**src/rtl/jump_sequencer.sv**
```systemverilog
// Program-counter sequencer: fetch, wait for ALU result, evaluate lt/eq/gt jump, pick next PC.
// Optional performance counters are compiled in with JUMP_SEQ_PERF_EN.
module jump_sequencer #(
   parameter int               WIDTH    = 16,
   parameter logic [WIDTH-1:0] RESET_PC = '0
) (
   input  logic                    clk,
   input  logic                    rst_n,
   input  logic                    start,
   output logic                    fetch_req,
   output logic [WIDTH-1:0]        fetch_addr,
   input  logic                    fetch_ack,
   input  logic                    exec_valid,
   input  logic [2:0]              cond,
   input  logic signed [WIDTH-1:0] x,
   input  logic [WIDTH-1:0]        target,
   output logic [WIDTH-1:0]        pc,
   output logic                    jump_taken,
   output logic                    busy,
   output logic                    halted
`ifdef JUMP_SEQ_PERF_EN
   ,
   output logic [15:0]             retired_count,
   output logic [15:0]             jump_count
`endif
);

   localparam logic [1:0] ST_IDLE  = 2'd0;
   localparam logic [1:0] ST_FETCH = 2'd1;
   localparam logic [1:0] ST_EXEC  = 2'd2;
   localparam logic [1:0] ST_HALT  = 2'd3;

   logic [1:0] state;
   logic       taken;
   logic       retire;
   logic       halt_idiom;

   // Sign and zero tests done on bits so the compare can never silently go unsigned.
   function automatic logic eval_taken(input logic [2:0] c, input logic signed [WIDTH-1:0] v);
      logic neg, zero, pos;
      neg  = v[WIDTH-1];
      zero = (v == {WIDTH{1'b0}});
      pos  = !neg && !zero;
      return (c[2] & neg) | (c[1] & zero) | (c[0] & pos);
   endfunction

   assign taken      = eval_taken(cond, x);
   assign retire     = (state == ST_EXEC) && exec_valid;
   assign halt_idiom = (cond == 3'b111) && (target == pc);

   assign fetch_req  = (state == ST_FETCH);
   assign fetch_addr = pc;
   assign busy       = (state == ST_FETCH) || (state == ST_EXEC);

   always_ff @(posedge clk) begin
      if (!rst_n) begin
         state      <= ST_IDLE;
         pc         <= RESET_PC;
         jump_taken <= 1'b0;
         halted     <= 1'b0;
      end else begin
         jump_taken <= 1'b0;
         case (state)
            ST_IDLE:  if (start) state <= ST_FETCH;
            ST_FETCH: if (fetch_ack) state <= ST_EXEC;
            ST_EXEC: begin
               if (exec_valid) begin
                  // Unconditional jump to self is the halt idiom; pc stays put.
                  if (halt_idiom) begin
                     state  <= ST_HALT;
                     halted <= 1'b1;
                  end else begin
                     pc         <= taken ? target : pc + WIDTH'(1);
                     jump_taken <= taken;
                     state      <= ST_FETCH;
                  end
               end
            end
            ST_HALT:  state <= ST_HALT;
            default:  state <= ST_IDLE;
         endcase
      end
   end

`ifdef JUMP_SEQ_PERF_EN
   function automatic logic [15:0] sat_inc(input logic [15:0] v);
      return (v == 16'hFFFF) ? v : v + 16'd1;
   endfunction

   always_ff @(posedge clk) begin
      if (!rst_n) begin
         retired_count <= 16'd0;
         jump_count    <= 16'd0;
      end else if (retire) begin
         retired_count <= sat_inc(retired_count);
         if (taken) jump_count <= sat_inc(jump_count);
      end
   end
`endif

endmodule

```
**config.mk**
```make
export PLATFORM = sky130hd
export DESIGN_NAME = jump_sequencer
export DESIGN_NICKNAME = d
export VERILOG_FILES = /design/src/rtl/jump_sequencer.sv
export SDC_FILE = /design/constraint.sdc
export NUM_CORES = 1
export LEC_CHECK = 0
export BUFFER_PORTS_ARGS = -buffer_cell sky130_fd_sc_hd__buf_2
export CAP_MARGIN = 20
export CORE_ASPECT_RATIO = 0.6
export CORE_MARGIN = 5
export CORE_UTILIZATION = 50
export CTS_CLUSTER_SIZE = 40
export DETAILED_ROUTE_END_ITERATION = 16
export HOLD_SLACK_MARGIN = 0.12
export PLACE_DENSITY_LB_ADDON = 0.12
export SYNTH_ARGS = -nofsm -noshare
export SYNTH_HDL_FRONTEND = slang
export SYNTH_SLANG_ARGS = --single-unit
```
**constraint.sdc**
```tcl
create_clock -name clk -period 5.9 [get_ports clk]
set_clock_uncertainty 0.1 [all_clocks]
set_input_delay 0 -clock clk [delete_from_list [all_inputs] [get_ports clk]]
set_output_delay 0 -clock clk [all_outputs]
set_load 0.005 [all_outputs]
```
==> flow_summary.json, run 1 <==
{
  "yosysUniqueCellTypes": 38,
  "synth-edff-count": 0,
  "grt_overflow": 0,
  "synth_ff_type": "dfxtp_1",
  "rr_endpoint": "fetch_addr[0]",
  "netlist_instances": 213,
  "dieArea_um2": 4590,
  "slowest_delay_ns": 0.70,
  "slew_viol_final": 0,
  "yosys_warnings": 0,
  "synth_fp_nets": 259,
  "grt.busiest_layer": "met2",
  "antenna_found_initial": 0,
  "hold_class": "primary input to flop",
  "core_um2": 3220,
  "final_nets": 332,
  "grt_start_max_net_pins": 33,
  "initial_core_util_pct": 51.2,
  "seq_area_frac_synth_pct": 24.2,
  "cellPowerDensity_nw_per_um2": 186,
  "drtIter0Drc": 119,
  "finalNonFillerCells": 330,
  "layout_commonest_cell": "buf_2",
  "setup_viol": 0,
  "rsz0062_at_grt": "false",
  "gp_congestion": 0.869,
  "drv_cap": 0,
  "crit_arrival_ns": 2.72,
  "irDropWorstVdd_uv": 117,
  "diodes": 0,
  "post_drt_wl_per_cell_um": 15.0,
  "use_met1_pct": 31.3,
  "vias": 1823,
  "dr.pass1.iters": 4,
  "drc": 0,
  "ant_nets": 0,
  "path_cells": "xnor2_1 -> nand4_1 -> or4_4 -> o211ai_4 -> nor2_1 -> o221a_1",
  "cts-resized-gates": 0,
  "drive_gt1_share_pct": 29.8,
  "grt_first_pass_wirelength_um": 8280,
  "grt_util_met3_pct": 6.77,
  "clock_tree.buffer_depth": 2,
  "cts_buffers": 3,
  "p_leak_nw": 0.930,
  "viasPerCell": 5.52,
  "synth_top_area_share_pct": 24.2,
  "track_usage_pct": 22.5,
  "dp.cells": 307,
  "synth_async_sr_flop_share_pct": 0,
  "final_cell_mix": "buf_2 (75), nand2_1 (24), dfxtp_1 (20), a21oi_1 (19), dlygate4sd3_1 (19)",
  "met2_usage_pct": 35.7,
  "finalHoldViolCount": 0,
  "slowest_stage": "o211ai_4",
  "fmax_mhz": 376,
  "syn_area_um2": 1650,
  "root_buffer": "clkbuf_8",
  "ys_top_cells_by_area": "dfxtp_1 (24%), xnor2_1 (8.5%), buf_4 (8.2%), a21oi_1 (5.8%), nand2_1 (5.5%)",
  "place_area_um2": 1910,
  "synth-seq-cells": 20,
  "final.period_utilization_pct": 45.0,
  "syn_to_final_growth_pct": 30.2,
  "worst_pin_slew_ns": 0.856,
  "min_to": "state[0]",
  "rows": 16,
  "endpoint_kind": "flop",
  "syn_avg_cell_area_um2": 7.75,
  "die_height_um": 54.5,
  "clk-insertion-delay-late_ns": 0.27,
  "hold-path-cell-count": 5,
  "io_pins": 76,
  "cts_tree": "built",
  "dp_hpwl_um": 3590,
  "min-delay-start": "fetch_ack",
  "die_w_um": 84.2,
  "slew_headroom_pct": 42.7,
  "grt_pass1_vias": 1701,
  "wl_um": 4940,
  "min_period_ns": 2.66,
  "r2r_cells": 6,
  "tns_ns": 0,
  "cp.required_ns": 5.96,
  "reg2reg_from": "fetch_addr[10]",
  "synth_area_leader_cell": "dfxtp_1",
  "htreeDepth": 1,
  "crit_fanout": 32,
  "path_class": "flop to flop",
  "start_kind": "flop",
  "status": "finished, final reports clean",
  "cts_sinks": 20,
  "reg2reg_slack_ns": 3.24,
  "cts.reportedPaths.clkPinSlew_ns": 0.08,
  "fin_area_um2": 2150,
  "io_buffers": 75
}
-- cells in the mapped netlist (all sizes together) (3+ instances only) --
cell type / count
a21oi: 19
a31oi: 4
mux2i: 3
and3: 4
o32ai: 5
clkbuf: 3
dfxtp: 20
inv: 7
or3: 4
buf: 24
nor4: 5
nor2: 7
xnor2: 16
ha: 6
nand2: 24
o21ai: 6
or4: 3
a21o: 8
nand4: 13
nor3: 8
nand3: 7
-- power breakdown --
| part | switching, mW | internal (mW) | leakage (nW) |
|---|---|---|---|
| logic | 0.0696 | 0.0605 | 0.739 |
| registers | 0.0160 | 0.145 | 0.162 |
| clock network | 0.0506 | 0.0596 | 0.0288 |
| total | 0.136 | 0.265 | 0.930 |
-- timing repair --
action                     4_1_cts  5_1_grt
hold endpoints to repair        18        0
buffers inserted                 0        0
hold buffers                    19        0
setup endpoints to repair        0        0
-- stage by stage --
stage	setup slack [ns]	utilization (%)	hold slack, ns	power (mW)
4_1_cts	3.26	66.7	0.124	0.402
2_1_floorplan	3.85	-	0.126	0.244
3_3_place_gp	3.36	59.1	0.235	0.281
6_report	3.24	66.7	0.133	0.401
5_1_grt	3.04	66.7	0.178	0.424
3_5_place_dp	3.26	59.1	0.246	0.283
-- flip-flops by register name, indices dropped and copies added, names as in the netlist --
name and flops:
fetch_addr 16, state 2, halted 1, jump_taken 1
-- cells by family after synthesis --
family / synth area share (%)
XOR/XNOR: 8.48
buffers and inverters: 13.3
flip-flops: 24.2
multiplexers: 3.18
AO/OA/AOI/OAI: 20.5
adder cells (fa/ha/maj): 4.55
AND/OR/NAND/NOR: 25.8
-- area by class of cell --
cell class | count | area [um2]
fill | 293 | 1070
multi-input combinational | 158 | 1040
timing repair buffer | 95 | 573
sequential | 20 | 400
tap | 45 | 56.3
clock buffer | 4 | 55.1
inverter | 8 | 30.0
-- critical path: cells and delay by family (launching register included) --
kind | cells | cell delay (ns)
AO/OA/AOI/OAI | 2 | 0.96
AND/OR/NAND/NOR | 3 | 0.81
flip-flops | 1 | 0.38
XOR/XNOR | 1 | 0.31
-- how the worst max path moves through the flow --
stage                   start       endpoint  slack [ns]  depth (start not counted)
2_1_floorplan   fetch_addr[2]  fetch_addr[1]        3.85                          7
3_3_place_gp   fetch_addr[10]  fetch_addr[0]        3.36                          6
3_5_place_dp   fetch_addr[10]  fetch_addr[0]        3.26                          6
4_1_cts        fetch_addr[10]  fetch_addr[0]        3.26                          6
5_1_grt        fetch_addr[10]  fetch_addr[1]        3.04                          6
6_report       fetch_addr[10]  fetch_addr[0]        3.24                          6
-- routing by layer --
metal  up-vias  part of all wire [%]
li1        909                     -
met1       811                    46
met2       101                    42
met3         2                    12
met4         0                  0.22
met5         -                     0
Power figures use the tool's default switching activity.
==> inputs of run 2 (changes only) <==
--- a/config.mk
+++ b/config.mk
@@ -9,7 +9,7 @@
 export CAP_MARGIN = 20
 export CORE_ASPECT_RATIO = 0.6
 export CORE_MARGIN = 5
-export CORE_UTILIZATION = 50
+export CORE_UTILIZATION = 42
 export CTS_CLUSTER_SIZE = 40
 export DETAILED_ROUTE_END_ITERATION = 16
 export HOLD_SLACK_MARGIN = 0.12
==> constraint.sdc (replaced) <==
create_clock -name clk -period 2.3 [get_ports clk]
set_clock_uncertainty 0.1 [all_clocks]
set_input_delay 0 -clock clk [delete_from_list [all_inputs] [get_ports clk]]
set_output_delay 0 -clock clk [all_outputs]
set_load 0.005 [all_outputs]
==> flow_summary.json, run 2 (same netlist as run 1, synthesis figures left out) <==
{
  "vias": 1957,
  "drtIter0Drc": 113,
  "fmax_mhz": 453,
  "slew_viol_final": 0,
  "status": "finished, final reports clean",
  "dp_hpwl_um": 3930,
  "largest_reg_flops": 16,
  "post_drt_wl_per_cell_um": 15.4,
  "cts.reportedPaths.clkPinSlew_ns": 0.08,
  "syn_to_final_growth_pct": 50.2,
  "clock_tree.buffer_depth": 2,
  "cts_buffers": 3,
  "diodes": 0,
  "io_buffers": 75,
  "reg2reg_slack_ns": 0.11,
  "grt.busiest_layer": "met1",
  "drc": 0,
  "irDropWorstVdd_uv": 250,
  "final_nets": 354,
  "start_kind": "primary input",
  "clk-insertion-delay-late_ns": 0.26,
  "final_util_pct": 66.7,
  "p_leak_nw": 1.12,
  "track_usage_pct": 19.3,
  "cts_sinks": 20,
  "cts_tree": "built",
  "grt_util_met3_pct": 5.24,
  "antenna_found_initial": 0,
  "ant_nets": 0,
  "grt_overflow": 0,
  "root_buffer": "clkbuf_8",
  "worst_pin_slew_ns": 0.568,
  "crit_fanout": 7,
  "dp.cells": 326,
  "rows": 17,
  "die_w_um": 91.0,
  "timing.hold.ws_ns": 0.343,
  "endpoint_kind": "flop",
  "grt_start_max_net_pins": 32,
  "min_period_ns": 2.21,
  "dr.pass1.iters": 4,
  "cp.required_ns": 2.34,
  "final_cell_mix": "buf_2 (72), nand2_1 (24), dlygate4sd3_1 (20), a21oi_1 (19), buf_4 (18)",
  "viasPerCell": 5.54,
  "rsz0062_at_grt": "false",
  "met2_usage_pct": 27.9,
  "dieArea_um2": 5330,
  "io_pins": 76,
  "setup_viol": 0,
  "initial_core_util_pct": 44.4,
  "grt_pass1_vias": 1711,
  "drive_gt1_share_pct": 40.2,
  "place_area_um2": 2060,
  "finalHoldViolCount": 0,
  "slew_headroom_pct": 61.9,
  "final.setup.worst_slack_ns": 0.0911,
  "fin_area_um2": 2480,
  "drv_cap": 0,
  "wl_um": 5450,
  "final.period_utilization_pct": 96.0,
  "crit_arrival_ns": 2.25,
  "use_met1_pct": 29.0,
  "fill_cells": 327,
  "gp_congestion": 0.883,
  "cellPowerDensity_nw_per_um2": 431,
  "hold_class": "primary input to flop",
  "dp_slack_ns": 0.0760,
  "grt_first_pass_wirelength_um": 8510,
  "layout_commonest_cell": "buf_2",
  "die_height_um": 58.6,
  "tns_ns": 0,
  "finalNonFillerCells": 353,
  "path_class": "primary input to flop",
  "htreeDepth": 1,
  "core_um2": 3720,
  "p_total_mw": 1.07
}
==> run 2: cell count changes in the layout (fill, tap and decap cells not counted), moves of 3 or more <==
cell | previous run | this run
buf_12 | 0 | 3
buf_2 | 75 | 72
buf_4 | 1 | 18
buf_6 | 0 | 3
dfxtp_1 | 20 | 16
dfxtp_2 | 0 | 4
xnor2_1 | 16 | 5
xnor2_2 | 0 | 11
==> run 2: worst paths after layout <==
path / start / end / depth (start not counted)
worst min-delay path: cond[2] / halted / 6
worst max-delay path: target[14] / fetch_addr[1] / 10
worst min register to register: halted / halted / 1
worst max register to register: fetch_addr[9] / fetch_addr[1] / 9
==> run 2: layer usage <==
layer / part of all wire (%) / up-vias
met1: 45 / 889
li1: - / 953
met4: 0.64 / 0
met3: 12 / 4
met5: 0 / -
met2: 42 / 111
==> run 2: repair_timing <==
item | CTS | global route
setup endpoints to repair | 0 | 16
hold buffers | 21 | 0
endpoints found under the hold margin | 18 | 0
setup buffers | 0 | 6
gates resized for setup | 0 | 21
==> run 2: worst max-delay path: stages <==
cell           delay, ns
dlygate4sd3_1       0.54
buf_2               0.14
xnor2_2             0.20
nand4_1             0.11
or4_4               0.56
o211ai_4            0.21
buf_12              0.15
buf_6               0.09
mux2i_1             0.19
nor2_1              0.05
==> run 2: final cells by class <==
type	instances	area, um2	area share, %
multi-input cells	158	1130	45.6
repair buffers	117	815	32.8
flip-flops and latches	20	405	16.3
well taps	47	58.8	2.37
clock buffers	3	41.3	1.66
inverters	8	30.0	1.21
==> run 2: power by group <==
part / switching [mW] / internal (mW) / leakage [nW] / total [mW]
Sequential: 0.0368 / 0.372 / 0.164 / 0.409
Clock: 0.116 / 0.117 / 0.0216 / 0.233
Combinational: 0.205 / 0.223 / 0.932 / 0.428
Total: 0.358 / 0.711 / 1.12 / 1.07
==> inputs of run 3 (changes only) <==
--- a/config.mk
+++ b/config.mk
@@ -7,9 +7,11 @@
 export LEC_CHECK = 0
 export BUFFER_PORTS_ARGS = -buffer_cell sky130_fd_sc_hd__buf_2
 export CAP_MARGIN = 20
+export CELL_PAD_IN_SITES_DETAIL_PLACEMENT = 2
+export CELL_PAD_IN_SITES_GLOBAL_PLACEMENT = 2
 export CORE_ASPECT_RATIO = 0.6
 export CORE_MARGIN = 5
-export CORE_UTILIZATION = 42
+export CORE_UTILIZATION = 22
 export CTS_CLUSTER_SIZE = 40
 export DETAILED_ROUTE_END_ITERATION = 16
 export HOLD_SLACK_MARGIN = 0.12
==> flow_summary.json, run 3 (same netlist as run 1, synthesis figures left out) <==
{
  "status": "finished, final reports clean",
  "crit_arrival_ns": 2.26,
  "final.setup.worst_slack_ns": 0.0962,
  "largest_reg_flops": 16,
  "setup_viol": 0,
  "die_height_um": 77.1,
  "dp_slack_ns": 0.0401,
  "cts.reportedPaths.clkPinSlew_ns": 0.06,
  "cts_sinks": 20,
  "drtIter0Drc": 70,
  "cts_buffers": 3,
  "drc": 0,
  "final_cell_mix": "buf_2 (75), buf_4 (29), nand2_1 (24), a21oi_1 (19)",
  "drive_gt1_share_pct": 40.8,
  "worst_pin_slew_ns": 0.698,
  "hold_class": "primary input to flop",
  "rows": 24,
  "grt_pass1_vias": 2046,
  "io_buffers": 75,
  "ant_nets": 0,
  "final.period_utilization_pct": 95.8,
  "irDropWorstVdd_uv": 302,
  "syn_to_final_growth_pct": 58.0,
  "post_drt_wl_per_cell_um": 17.4,
  "wl_um": 7310,
  "p_leak_nw": 1.17,
  "cellPowerDensity_nw_per_um2": 493,
  "clock_tree.buffer_depth": 2,
  "clk-insertion-delay-late_ns": 0.26,
  "fmax_mhz": 454,
  "slew_headroom_pct": 52.5,
  "htreeDepth": 1,
  "track_usage_pct": 15.2,
  "dr.pass1.iters": 4,
  "start_kind": "primary input",
  "root_buffer": "clkbuf_16",
  "core_um2": 7300,
  "slew_viol_final": 0,
  "grt_overflow": 0,
  "grt_start_max_net_pins": 19,
  "viasPerCell": 4.73,
  "final_nets": 363,
  "final_util_pct": 35.8,
  "initial_core_util_pct": 22.6,
  "gp_congestion": 0.813,
  "dieArea_um2": 9400,
  "io_pins": 76,
  "dp_hpwl_um": 5730,
  "diodes": 0,
  "layout_commonest_cell": "buf_2",
  "die_w_um": 122,
  "drv_cap": 0,
  "endpoint_kind": "flop",
  "finalHoldViolCount": 0,
  "crit_fanout": 13,
  "fill_cells": 878,
  "antenna_found_initial": 0,
  "cts_tree": "built",
  "vias": 1986,
  "cp.required_ns": 2.35,
  "grt_first_pass_wirelength_um": 11400,
  "min_period_ns": 2.20,
  "path_class": "primary input to flop"
}
[run 3: changes by cell type in the layout (fill, tap and decap cells not counted), sizes merged]
cell         before  now
buf              96  107
dlygate4sd3      20   18
clkbuf            4    5
[run 3: metrics by stage]
| stage | instance area (um2) | total power, mW | setup TNS, ns | hold slack, ns | std cells |
|---|---|---|---|---|---|
| after floorplan | 1650 | 0.625 | 0 | 0.126 | 213 |
| after global placement | 2220 | 0.805 | 0 | 0.272 | 395 |
| after detailed placement | 2220 | 0.816 | 0 | 0.276 | 395 |
| after CTS | 2490 | 1.27 | 0 | 0.183 | 417 |
| after global routing | 2610 | 1.36 | -0.0116 | 0.210 | 420 |
| final | 2610 | 1.29 | 0 | 0.176 | 420 |
[run 3: timing repair]
item,in CTS,in global routing
hold endpoints to repair,17,0
gates resized for setup,0,12
setup buffers,0,2
setup endpoints to repair,0,15
hold buffers,18,0
[run 3: critical path, cell delays in order]
cell and delay (ns):
dlygate4sd3_1 0.53, buf_2 0.15, xnor2_1 0.23, nand4_1 0.13, or4_4 0.51, o211ai_4 0.21, buf_12 0.16, buf_12 0.13
a21oi_1 0.05, o32ai_1 0.16
[run 3: layout make-up]
class | instances | area [um2] | area share, %
multi-input cells | 158 | 1100 | 42.1
well taps | 104 | 130 | 4.99
flip-flops and latches | 20 | 403 | 15.4
inverters | 8 | 30.0 | 1.15
clock buffers | 4 | 88.8 | 3.41
repair buffers | 126 | 858 | 32.9
[run 3: routing by layer]
metal  global-route usage, %  vias up  part of all wire (%)
met5                       0        -                     0
met4                    2.35        0                  0.67
met3                    3.16        4                   5.7
met2                    22.4       58                    40
met1                    23.0      947                    53
li1                        -      977                     -
[run 3: final timing paths]
path | start | to | slack [ns] | depth (start not counted)
hold / removal | start | state[0] | 0.18 | 6
setup reg to reg | fetch_addr[3] | fetch_addr[4] | 0.1 | 9
hold reg to reg | halted | halted | 0.38 | 1
setup / recovery | target[0] | fetch_addr[4] | 0.1 | 10
[run 3: report_power, final]
group / leakage [nW] / switching [mW] / total [mW] / internal [mW]
Sequential: 0.163 / 0.0332 / 0.405 / 0.372
Combinational: 0.958 / 0.230 / 0.461 / 0.231
Clock: 0.0442 / 0.154 / 0.421 / 0.266
Total: 1.17 / 0.418 / 1.29 / 0.869
